[src/rtl/axis_tx_narrow_64to8.sv]
// 64-to-8 AXI-Stream narrower: keep-qualified bytes out LSB first, tlast/tuser moved to the final byte.
// Latency: first byte of a beat is valid the cycle after the beat is accepted; one byte per clock sustained.
// Backpressure: holds output stable while m_axis_tready is low; takes the next beat as the last byte leaves.
module axis_tx_narrow_64to8 #(
    parameter int DATA_WIDTH = 64,
    parameter int KEEP_WIDTH = DATA_WIDTH / 8,
    parameter int USER_WIDTH = 1
) (
    input  logic                  aclk,
    input  logic                  aresetn,
    input  logic [DATA_WIDTH-1:0] s_axis_tdata,
    input  logic [KEEP_WIDTH-1:0] s_axis_tkeep,
    input  logic                  s_axis_tvalid,
    output logic                  s_axis_tready,
    input  logic                  s_axis_tlast,
    input  logic [USER_WIDTH-1:0] s_axis_tuser,
    output logic [7:0]            m_axis_tdata,
    output logic                  m_axis_tvalid,
    input  logic                  m_axis_tready,
    output logic                  m_axis_tlast,
    output logic [USER_WIDTH-1:0] m_axis_tuser,
    output logic                  keep_error
);

    localparam int IDX_W = $clog2(KEEP_WIDTH);

    logic [DATA_WIDTH-1:0] word_q, word_d;
    logic [KEEP_WIDTH-1:0] mask_q, mask_d;
    logic                  last_q, last_d;
    logic [USER_WIDTH-1:0] user_q, user_d;
    logic                  keep_err_q, keep_err_d;

    logic             loaded;
    logic             one_left;
    logic [IDX_W-1:0] sel_idx;
    logic             m_hs;
    logic             s_hs;

    assign loaded   = (mask_q != '0);
    assign one_left = loaded && ((mask_q & (mask_q - KEEP_WIDTH'(1))) == '0);

    always_comb begin
        sel_idx = '0;
        for (int i = KEEP_WIDTH - 1; i >= 0; i--) begin
            if (mask_q[i]) begin
                sel_idx = IDX_W'(i);
            end
        end
    end

    assign m_axis_tdata  = word_q[{sel_idx, 3'b000} +: 8];
    assign m_axis_tvalid = loaded;
    assign m_axis_tlast  = last_q & one_left;
    assign m_axis_tuser  = m_axis_tlast ? user_q : '0;
    assign keep_error    = keep_err_q;

    // Refill only when empty or when the final byte is leaving this very cycle.
    assign s_axis_tready = aresetn & (~loaded | (m_axis_tready & one_left));

    assign m_hs = m_axis_tvalid & m_axis_tready;
    assign s_hs = s_axis_tvalid & s_axis_tready;

    always_comb begin
        word_d     = word_q;
        mask_d     = mask_q;
        last_d     = last_q;
        user_d     = user_q;
        keep_err_d = 1'b0;
        if (m_hs) begin
            mask_d = mask_q & (mask_q - KEEP_WIDTH'(1));
        end
        if (s_hs) begin
            word_d = s_axis_tdata;
            mask_d = s_axis_tkeep;
            last_d = s_axis_tlast;
            user_d = s_axis_tlast ? s_axis_tuser : '0;
            // An empty closing beat still has to carry tlast, so emit a single flagged 0x00 byte.
            if (s_axis_tlast && (s_axis_tkeep == '0)) begin
                word_d     = '0;
                mask_d     = KEEP_WIDTH'(1);
                user_d[0]  = 1'b1;
                keep_err_d = 1'b1;
            end
        end
    end

    always_ff @(posedge aclk or negedge aresetn) begin
        if (!aresetn) begin
            word_q     <= '0;
            mask_q     <= '0;
            last_q     <= 1'b0;
            user_q     <= '0;
            keep_err_q <= 1'b0;
        end else begin
            word_q     <= word_d;
            mask_q     <= mask_d;
            last_q     <= last_d;
            user_q     <= user_d;
            keep_err_q <= keep_err_d;
        end
    end

endmodule
[config.mk]
export PLATFORM = sky130hd
export DESIGN_NAME = axis_tx_narrow_64to8
export DESIGN_NICKNAME = d
export VERILOG_FILES = /design/src/rtl/axis_tx_narrow_64to8.sv
export SDC_FILE = /design/constraint.sdc
export NUM_CORES = 1
export LEC_CHECK = 0
export ABC_AREA = 1
export BUFFER_PORTS_ARGS = -buffer_cell sky130_fd_sc_hd__buf_2
export CAP_MARGIN = 15
export CORE_MARGIN = 5
export CORE_UTILIZATION = 52
export CTS_BUF_LIST = sky130_fd_sc_hd__clkbuf_8
export DETAILED_ROUTE_END_ITERATION = 10
export HOLD_SLACK_MARGIN = 0.02
export PLACE_DENSITY = 0.76
export SETUP_SLACK_MARGIN = 0.1
export SLEW_MARGIN = 40
export SYNTH_ARGS = -nofsm -noshare
export SYNTH_HDL_FRONTEND = slang
export SYNTH_SLANG_ARGS = --single-unit
[constraint.sdc]
create_clock -name aclk -period 3.75 [get_ports aclk]
set_input_delay 0.375 -clock aclk [delete_from_list [all_inputs] [get_ports aclk]]
set_output_delay 0.375 -clock aclk [all_outputs]
set_load 0.05 [all_outputs]
* Yosys cells after proc, flatten, opt, wreduce, memory -nomap -nowiden
Index checks and enable logic that the tools add are counted.
** Cells by class
- Shift-type cells :: 1
- Bitwise gates (word level) :: 8
- Mux-type cells :: 17
- Reductions and logical operators :: 6
- Add/subtract/negate cells :: 1
** Operators with widths (number)
- $mux 64 :: 1
- $shiftx 64x7->8 :: 1
- $mux 3 :: 8
- $mux 8 :: 3
- $logic_not 8->1 :: 2
- $and 8x8->8 :: 1
- $reduce_bool 8->1 :: 1
- $sub 8x1->8 const B :: 1
- $and 1x1->1 :: 5
- $mux 1 :: 5
- $logic_and 1x1->1 :: 2
- $reduce_bool 2->1 :: 1
- $not 1->1 :: 1
- $or 1x1->1 :: 1
** Word-level totals
- Input port bits :: 78
- Register bits after elaboration :: 75
- Logic and storage cells :: 38

* Depth between registers and ports, before layout
Gate-level depths: netlist of the first run.
- Depth after elaboration :: 9
- Mapped depth :: 12
- Mapped depth without buffers :: 11

* Worst setup path after synthesis of the first run
No wires, ideal clock.
- Kind :: flip-flop to output port
- From :: reg mask_q[3]
- To :: out s_axis_tready
- Stages on the path, launching flop included :: 6
- Arrival time :: 2274 ps
- Path buffers :: 0
- Slack :: 1101 ps
- Cell sequence :: dfrtp_1 > nor2_4 > nand2_2 > nor2_1 > inv_1 > a21boi_0
** Between the ends
- Elaborated cells on any way between the ends :: 9
- Those cells by class :: 1 x add/sub; 5 x bitwise; 3 x reduce/logical
** RTL lines
- start, declared :: RTL line 28 : logic [KEEP_WIDTH-1:0] mask_q, mask_d;
- start signal, assigned :: RTL line 96 : mask_q <= mask_d;
- $reduce_bool 8->1 (*) :: RTL line 39 : assign loaded = (mask_q != '0);
- via m_axis_tvalid :: RTL line 18 : output logic m_axis_tvalid,
- $logic_and 1x1->1 :: RTL line 40 : assign one_left = loaded && ((mask_q & (mask_q - KEEP_WIDTH'(1))) == '0);
- $and 1x1->1 :: RTL line 58 : assign s_axis_tready = aresetn & (~loaded | (m_axis_tready & one_left));
- $or 1x1->1 (*) :: RTL line 58
- $and 1x1->1 (*) :: RTL line 58
- end, declared :: RTL line 14 : output logic s_axis_tready,
The timed path passes the listed nets; every way through them passes the cells marked *.

* Worst setup path after layout of the first run
- From :: reg mask_q[4]
- To :: out m_axis_tdata[2]
** Between the ends
- Longest elaborated chain between the ends :: 6
** Ends and longest elaborated chain
- $mux 3 (5 in series) :: RTL line 45 : if (mask_q[i]) begin
- $shiftx 64x7->8 :: RTL line 51 : assign m_axis_tdata = word_q[{sel_idx, 3'b000} +: 8];
- end, declared :: RTL line 17 : output logic [7:0] m_axis_tdata,
Every way passes these cells.

==> flow_metrics.tcl, run 1 <==
set metrics [dict create \
    grt_pass1_wl_um 18300 \
    synth_top_area_cell "dfrtp_1" \
    crit_chain "nor2_2 -> o21ai_0 -> a21oi_2 -> inv_1 -> nand3_1 -> nand2_1 -> nand2_1 -> nand2_1 -> buf_2" \
    synth.most_common_cell "nand2_1" \
    regArea_um2 1880 \
    max_slew_margin_pct 52.6 \
    drive_above_1_share_pct 24.3 \
    ys_async_sr_fraction_pct 100 \
    grt_max_degree 127 \
    cts_tree "done" \
    hpwl_um 7690 \
    skew_ns 0.00460 \
    leakagePower_nw 2.94 \
    p_switching_mw 2.71 \
    pwr-share-seq_pct 26.9 \
    h-tree-depth 3 \
    fin_crit_sh_pct 86.2 \
    swShare_pct 52.2 \
    critPathMaxStageDelay_ns 0.60 \
    coreArea_um2 8300 \
    p_int_mw 2.48 \
    dp_cells 777 \
    overflow 0 \
    ys_ff_latch 75 \
    clkPwrFrac_pct 13.8 \
    rows 33 \
    hold_violations 0 \
    synth-edff-count 0 \
    finalNonFillerCells 793 \
    synth_top_cell_area_share_pct 41.9 \
    peakVddDrop_mv 0.500 \
    synthDistinctLibCells 26 \
    rsz0062_at_grt "false" \
    drcViolationCount 0 \
    cts_inserted_buffers 9 \
    synthCells 614 \
    max_cap_violations 0 \
    initial_core_util_pct 54.0 \
    syn2layout_area_growth_pct 13.9 \
    ys_warn_count 0 \
    routed_wl_um 10800 \
    synthTopCellsByArea "dfrtp_1 42%, nand2_1 20%, o21ai_2 9.0%" \
    crit_required_ns 3.38 \
    insertion_delay_ns 0.35 \
    nNetsFinal 762 \
    critPathMaxFanout 17 \
    min_period_ns 3.23 \
    cp-start-kind "flip-flop" \
    postCtsSetupRepairBufs 0 \
    run_status "complete, no violations" \
    finalSetupTns_ns 0 \
    slew_viol_final 0 \
    pwr-share-comb_pct 59.4 \
    finalSetupViolations 0 \
    gp_routability_congestion 0.867 \
    max_slew.worst_pin.slew_ns 0.710 \
    cp-end-kind "output port" \
    crit_arrival_ns 2.86 \
    die_x_um 103 \
    die-area_um2 10600 \
    min_path_type "in -> reg" \
    syn-cell-area_um2 4480 \
    grt_pass1_vias 3919 \
    numPortBuffers 90 \
    fmax_mhz 309 \
    grt.total_usage_pct 21.9 \
    via_per_inst 5.12 \
    path_buf_inv 2 \
    ys_seq_area_share_pct 41.9 \
    dr.first_iter.drc_count 218 \
    multiInputGateArea_um2 2070 \
    clock_sinks 75 \
    drtPass1Iterations 5 \
    cpMostUsedCell "nand2_1" \
    grt_antenna_before_repair 0 \
    dr_total_vias 4063 \
    cts_root_buf "clkbuf_8" \
    ios 91 \
    ant_nets 0 \
    p_per_area_nw_per_um2 1020 \
    synthTopCellsByCount "240 x nand2_1, 79 x inv_1, 75 x dfrtp_1, 72 x nand3_1, 46 x o21ai_2" \
    synth_nets 692 \
    path_class "reg -> out" \
    synth_ff_type "dfrtp_1" \
    fp.dieH_um 103 \
    wl_per_cell_um 13.6 \
    fillers 811 \
    clk_pin_slew_ns 0.09 \
    antenna_cells 0 \
    cts_buffer_depth 2 \
    cts_resized 0 \
    cp_top_family "compound AO/OA/AOI/OAI gates" \
    syn_avg_cell_area_um2 7.30 \
    critPathSlowestCell "a21oi_2" \
]
-- sequential cells by signal, summed over array words and instances (netlist names) --
signal      flops
word_q         64
mask_q          8
last_q          1
user_q          1
keep_error      1
-- power groups by stage --
stage	clock [mW]	sequential [mW]	combinational (mW)
3_3_place_gp	0	1.40	3.04
3_5_place_dp	0	1.40	3.08
4_1_cts	0.730	1.39	3.09
6_report	0.715	1.40	3.09
2_1_floorplan	0	1.34	2.52
5_1_grt	0.770	1.44	3.44
-- cell families after synthesis --
group	synth area share [%]
AO/OA/AOI/OAI	12.3
buffers and inverters	12.1
flip-flops	41.9
AND/OR/NAND/NOR	33.8
-- cells in the final DEF (no fill, tap or decap), drive strengths merged --
master / count
a21boi: 1
a21oi: 3
buf: 94
bufinv: 2
clkbuf: 10
clkinvlp: 1
dfrtp: 75
dlygate4sd3: 1
inv: 81
nand2: 243
nand3: 74
nand3b: 8
nand4: 8
nor2: 16
nor3: 1
nor3b: 1
o2111ai: 1
o21ai: 67
o21bai: 1
-- stage by stage --
stage | setup WS [ns] | total power, mW | hold slack, ns | area, um2 | util (%)
2_1_floorplan | 1.10 | 3.86 | 0.0794 | 4480 | -
3_3_place_gp | 0.876 | 4.44 | 0.283 | 4870 | 58.6
3_5_place_dp | 0.918 | 4.48 | 0.285 | 4870 | 58.7
4_1_cts | 0.516 | 5.21 | 0.253 | 5100 | 61.5
5_1_grt | 0.226 | 5.66 | 0.258 | 5110 | 61.5
6_report | 0.519 | 5.20 | 0.268 | 5110 | 61.5
-- final cells by class --
type	instances	area share, %
inverter	79	5.85
clock buffer	10	2.69
tap	105	2.57
clock inverter	5	1.67
sequential	75	36.7
multi-input combinational	424	40.5
timing repair buffer	95	9.97
-- metal layers --
metal	part of all wire, %	global-route usage (%)	vias to the layer above
met5	0	0	-
met4	1.7	6.27	0
li1	-	-	2055
met3	5.8	4.80	18
met2	48	35.5	111
met1	44	29.7	1879
-- worst register-to-register path: cells and delay by family (launching register included) --
kind	cells	cell delay (ns)
buffers and inverters	1	0.50
DFF	1	0.46
and+or+nand+nor	10	1.27
-- path summary, 6_finish.rpt --
kind	slack, ns	start	to	cells past startpoint
max	0.52	mask_q[4]$_DFFE_PN0P_	m_axis_tdata[2]	9
min in group asynchronous	0.45	aresetn	last_q$_DFFE_PN0P_	2
max reg2reg	1.40	mask_q[4]$_DFFE_PN0P_	mask_q[3]$_DFFE_PN0P_	11
min	0.27	s_axis_tdata[39]	word_q[39]$_DFFE_PN0P_	3
min reg2reg	0.49	word_q[28]$_DFFE_PN0P_	word_q[28]$_DFFE_PN0P_	2
max in group asynchronous	2.47	aresetn	word_q[6]$_DFFE_PN0P_	3
-- repair_timing --
item	4_1_cts	5_1_grt
endpoints found under the setup margin	0	0
hold endpoints to repair	14	0
hold buffers	1	0
(Power assumes the default switching activity.)
==> inputs of run 2 (changes only) <==
==> constraint.sdc (replaced) <==
create_clock -name aclk -period 3.75 [get_ports aclk]
set_input_delay 0.375 -clock aclk [delete_from_list [all_inputs] [get_ports aclk]]
set_output_delay 0.375 -clock aclk [all_outputs]
set_load 0.1 [all_outputs]
==> run 2 against run 1 <==
Net effect: register-to-register slack got worse by 0.32 ns; critical endpoint is now m_axis_tdata[5]; global-route usage decreased by 0.36 points; wire length decreased by 0.48%; first-iteration DRC count increased by 4.1%.
==> flow_metrics.tcl, run 2 (synthesis results as in run 1) <==
set metrics [dict create \
    run_status "complete, no violations" \
    grt.total_usage_pct 21.5 \
    numPortBuffers 90 \
    cts_tree "done" \
    cts_hold_buf 0 \
    grt_pass1_vias 4033 \
    max_cap_violations 0 \
    cts_buffer_depth 2 \
    drcViolationCount 0 \
    syn2layout_area_growth_pct 17.3 \
    final_cell_mix "239 x nand2_1, 81 x buf_2, 78 x inv_1" \
    ant_nets 0 \
    crit_chain "inv_1 -> a21oi_1 -> o21bai_1 -> nand2_1 -> nand2_1 -> buf_4 -> nand2_2 -> nand2_1 -> nand3_1 -> nand2_1 -> nand2_1 -> nand2_1 -> buf_12" \
    rsz0062_at_grt "false" \
    fp.dieH_um 103 \
    hpwl_um 7740 \
    clock_sinks 75 \
    finalSetupViolations 0 \
    antenna_cells 0 \
    overflow 0 \
    cp-start-kind "flip-flop" \
    grt_max_degree 84 \
    cp_top_family "simple AND/OR/NAND/NOR gates" \
    regArea_um2 1880 \
    multiInputGateArea_um2 2070 \
    design_area_um2 5260 \
    layout_commonest_cell "nand2_1" \
    h-tree-depth 3 \
    top_regs "word_q (64), mask_q (8)" \
    gp_routability_congestion 0.914 \
    crit_arrival_ns 2.63 \
    fillers 772 \
    critPathMaxFanout 33 \
    fmax_mhz 333 \
    placed_cell_area_um2 4990 \
    dr_total_vias 4105 \
    path_class "reg -> out" \
    cts_inserted_buffers 9 \
    critPathSlowestCell "dfrtp_1" \
    wl_per_cell_um 13.5 \
    insertion_delay_ns 0.34 \
    setup_slack_ns 0.746 \
    fin_crit_sh_pct 80.1 \
    finalSetupTns_ns 0 \
    cpMostUsedCell "nand2_1" \
    ios 91 \
    crit_required_ns 3.38 \
    path_buf_inv 3 \
    coreArea_um2 8300 \
    largest-register "word_q" \
    die-area_um2 10600 \
    skew_ns 0.00921 \
    die_x_um 103 \
    max_slew.worst_pin.slew_ns 0.729 \
    nNetsFinal 763 \
    grt_pass1_wl_um 18300 \
    initial_core_util_pct 54.0 \
    routed_wl_um 10800 \
    hold_violations 0 \
    critPathMaxStageDelay_ns 0.45 \
    whs_ns 0.222 \
    slew_viol_final 0 \
    postCtsSetupRepairBufs 0 \
    pre_cts_slack_ns 0.849 \
    max_slew_margin_pct 51.4 \
    clk_pin_slew_ns 0.09 \
    dr.first_iter.drc_count 227 \
    drive_above_1_share_pct 24.5 \
    cts_resized 0 \
    rows 33 \
    drtPass1Iterations 5 \
    min_path_type "in -> async" \
    cts_root_buf "clkbuf_8" \
    largest_register_ffs 64 \
    grt_antenna_before_repair 0 \
    min_period_ns 3.00 \
    via_per_inst 5.17 \
    cp-end-kind "output port" \
]
[run 2: metrics by stage]
| step | util, % | cells |
|---|---|---|
| after floorplan | - | 614 |
| final | 63.4 | 794 |
| after detailed placement | 60.2 | 779 |
| after global placement | 60.1 | 779 |
| after CTS | 63.3 | 794 |
| after global routing | 63.4 | 794 |
[run 2: final cells by class]
type                       instances  area share [%]
clock inverter                     6            2.62
inverter                          79            5.69
timing repair buffer              96            11.8
sequential                        75            35.7
multi-input combinational        424            39.3
clock buffer                       9            2.36
tap                              105            2.50
[run 2: worst register-to-register path, stage by stage (launching register included)]
cell and delay, ns:
dfrtp_1 0.47, nor2_4 0.18, nand2_2 0.10, nand2_1 0.08, nand3_1 0.08, nor2_1 0.15, nand3_2 0.12, nand2_4 0.13
nand3_4 0.42, buf_4 0.53, nand2_1 0.21, o21ai_2 0.06
[run 2: worst paths after layout]
path / from / end / slack [ns] / cells past startpoint
worst max register to register: mask_q[3]$_DFFE_PN0P_ / word_q[57]$_DFFE_PN0P_ / 1.08 / 11
max in group asynchronous: aresetn / word_q[5]$_DFFE_PN0P_ / 3.03 / 2
min in group aclk: s_axis_tdata[33] / word_q[33]$_DFFE_PN0P_ / 0.27 / 3
worst min-delay path: aresetn / word_q[38]$_DFFE_PN0P_ / 0.22 / 2
worst min register to register: word_q[31]$_DFFE_PN0P_ / word_q[31]$_DFFE_PN0P_ / 0.49 / 2
worst max-delay path: mask_q[6]$_DFFE_PN0P_ / m_axis_tdata[5] / 0.75 / 13
[run 2: metal layers]
layer / up-vias / GRT usage (%) / wire length (um)
li1: 2061 / - / -
met1: 1903 / 28.1 / 4750
met2: 116 / 35.7 / 5190
met3: 25 / 3.86 / 536
met4: 0 / 8.27 / 278
met5: - / 0 / 0
Power of run 2 is not shown: default switching activity piles up to over one toggle a cycle in this logic, so the estimate is an artifact.
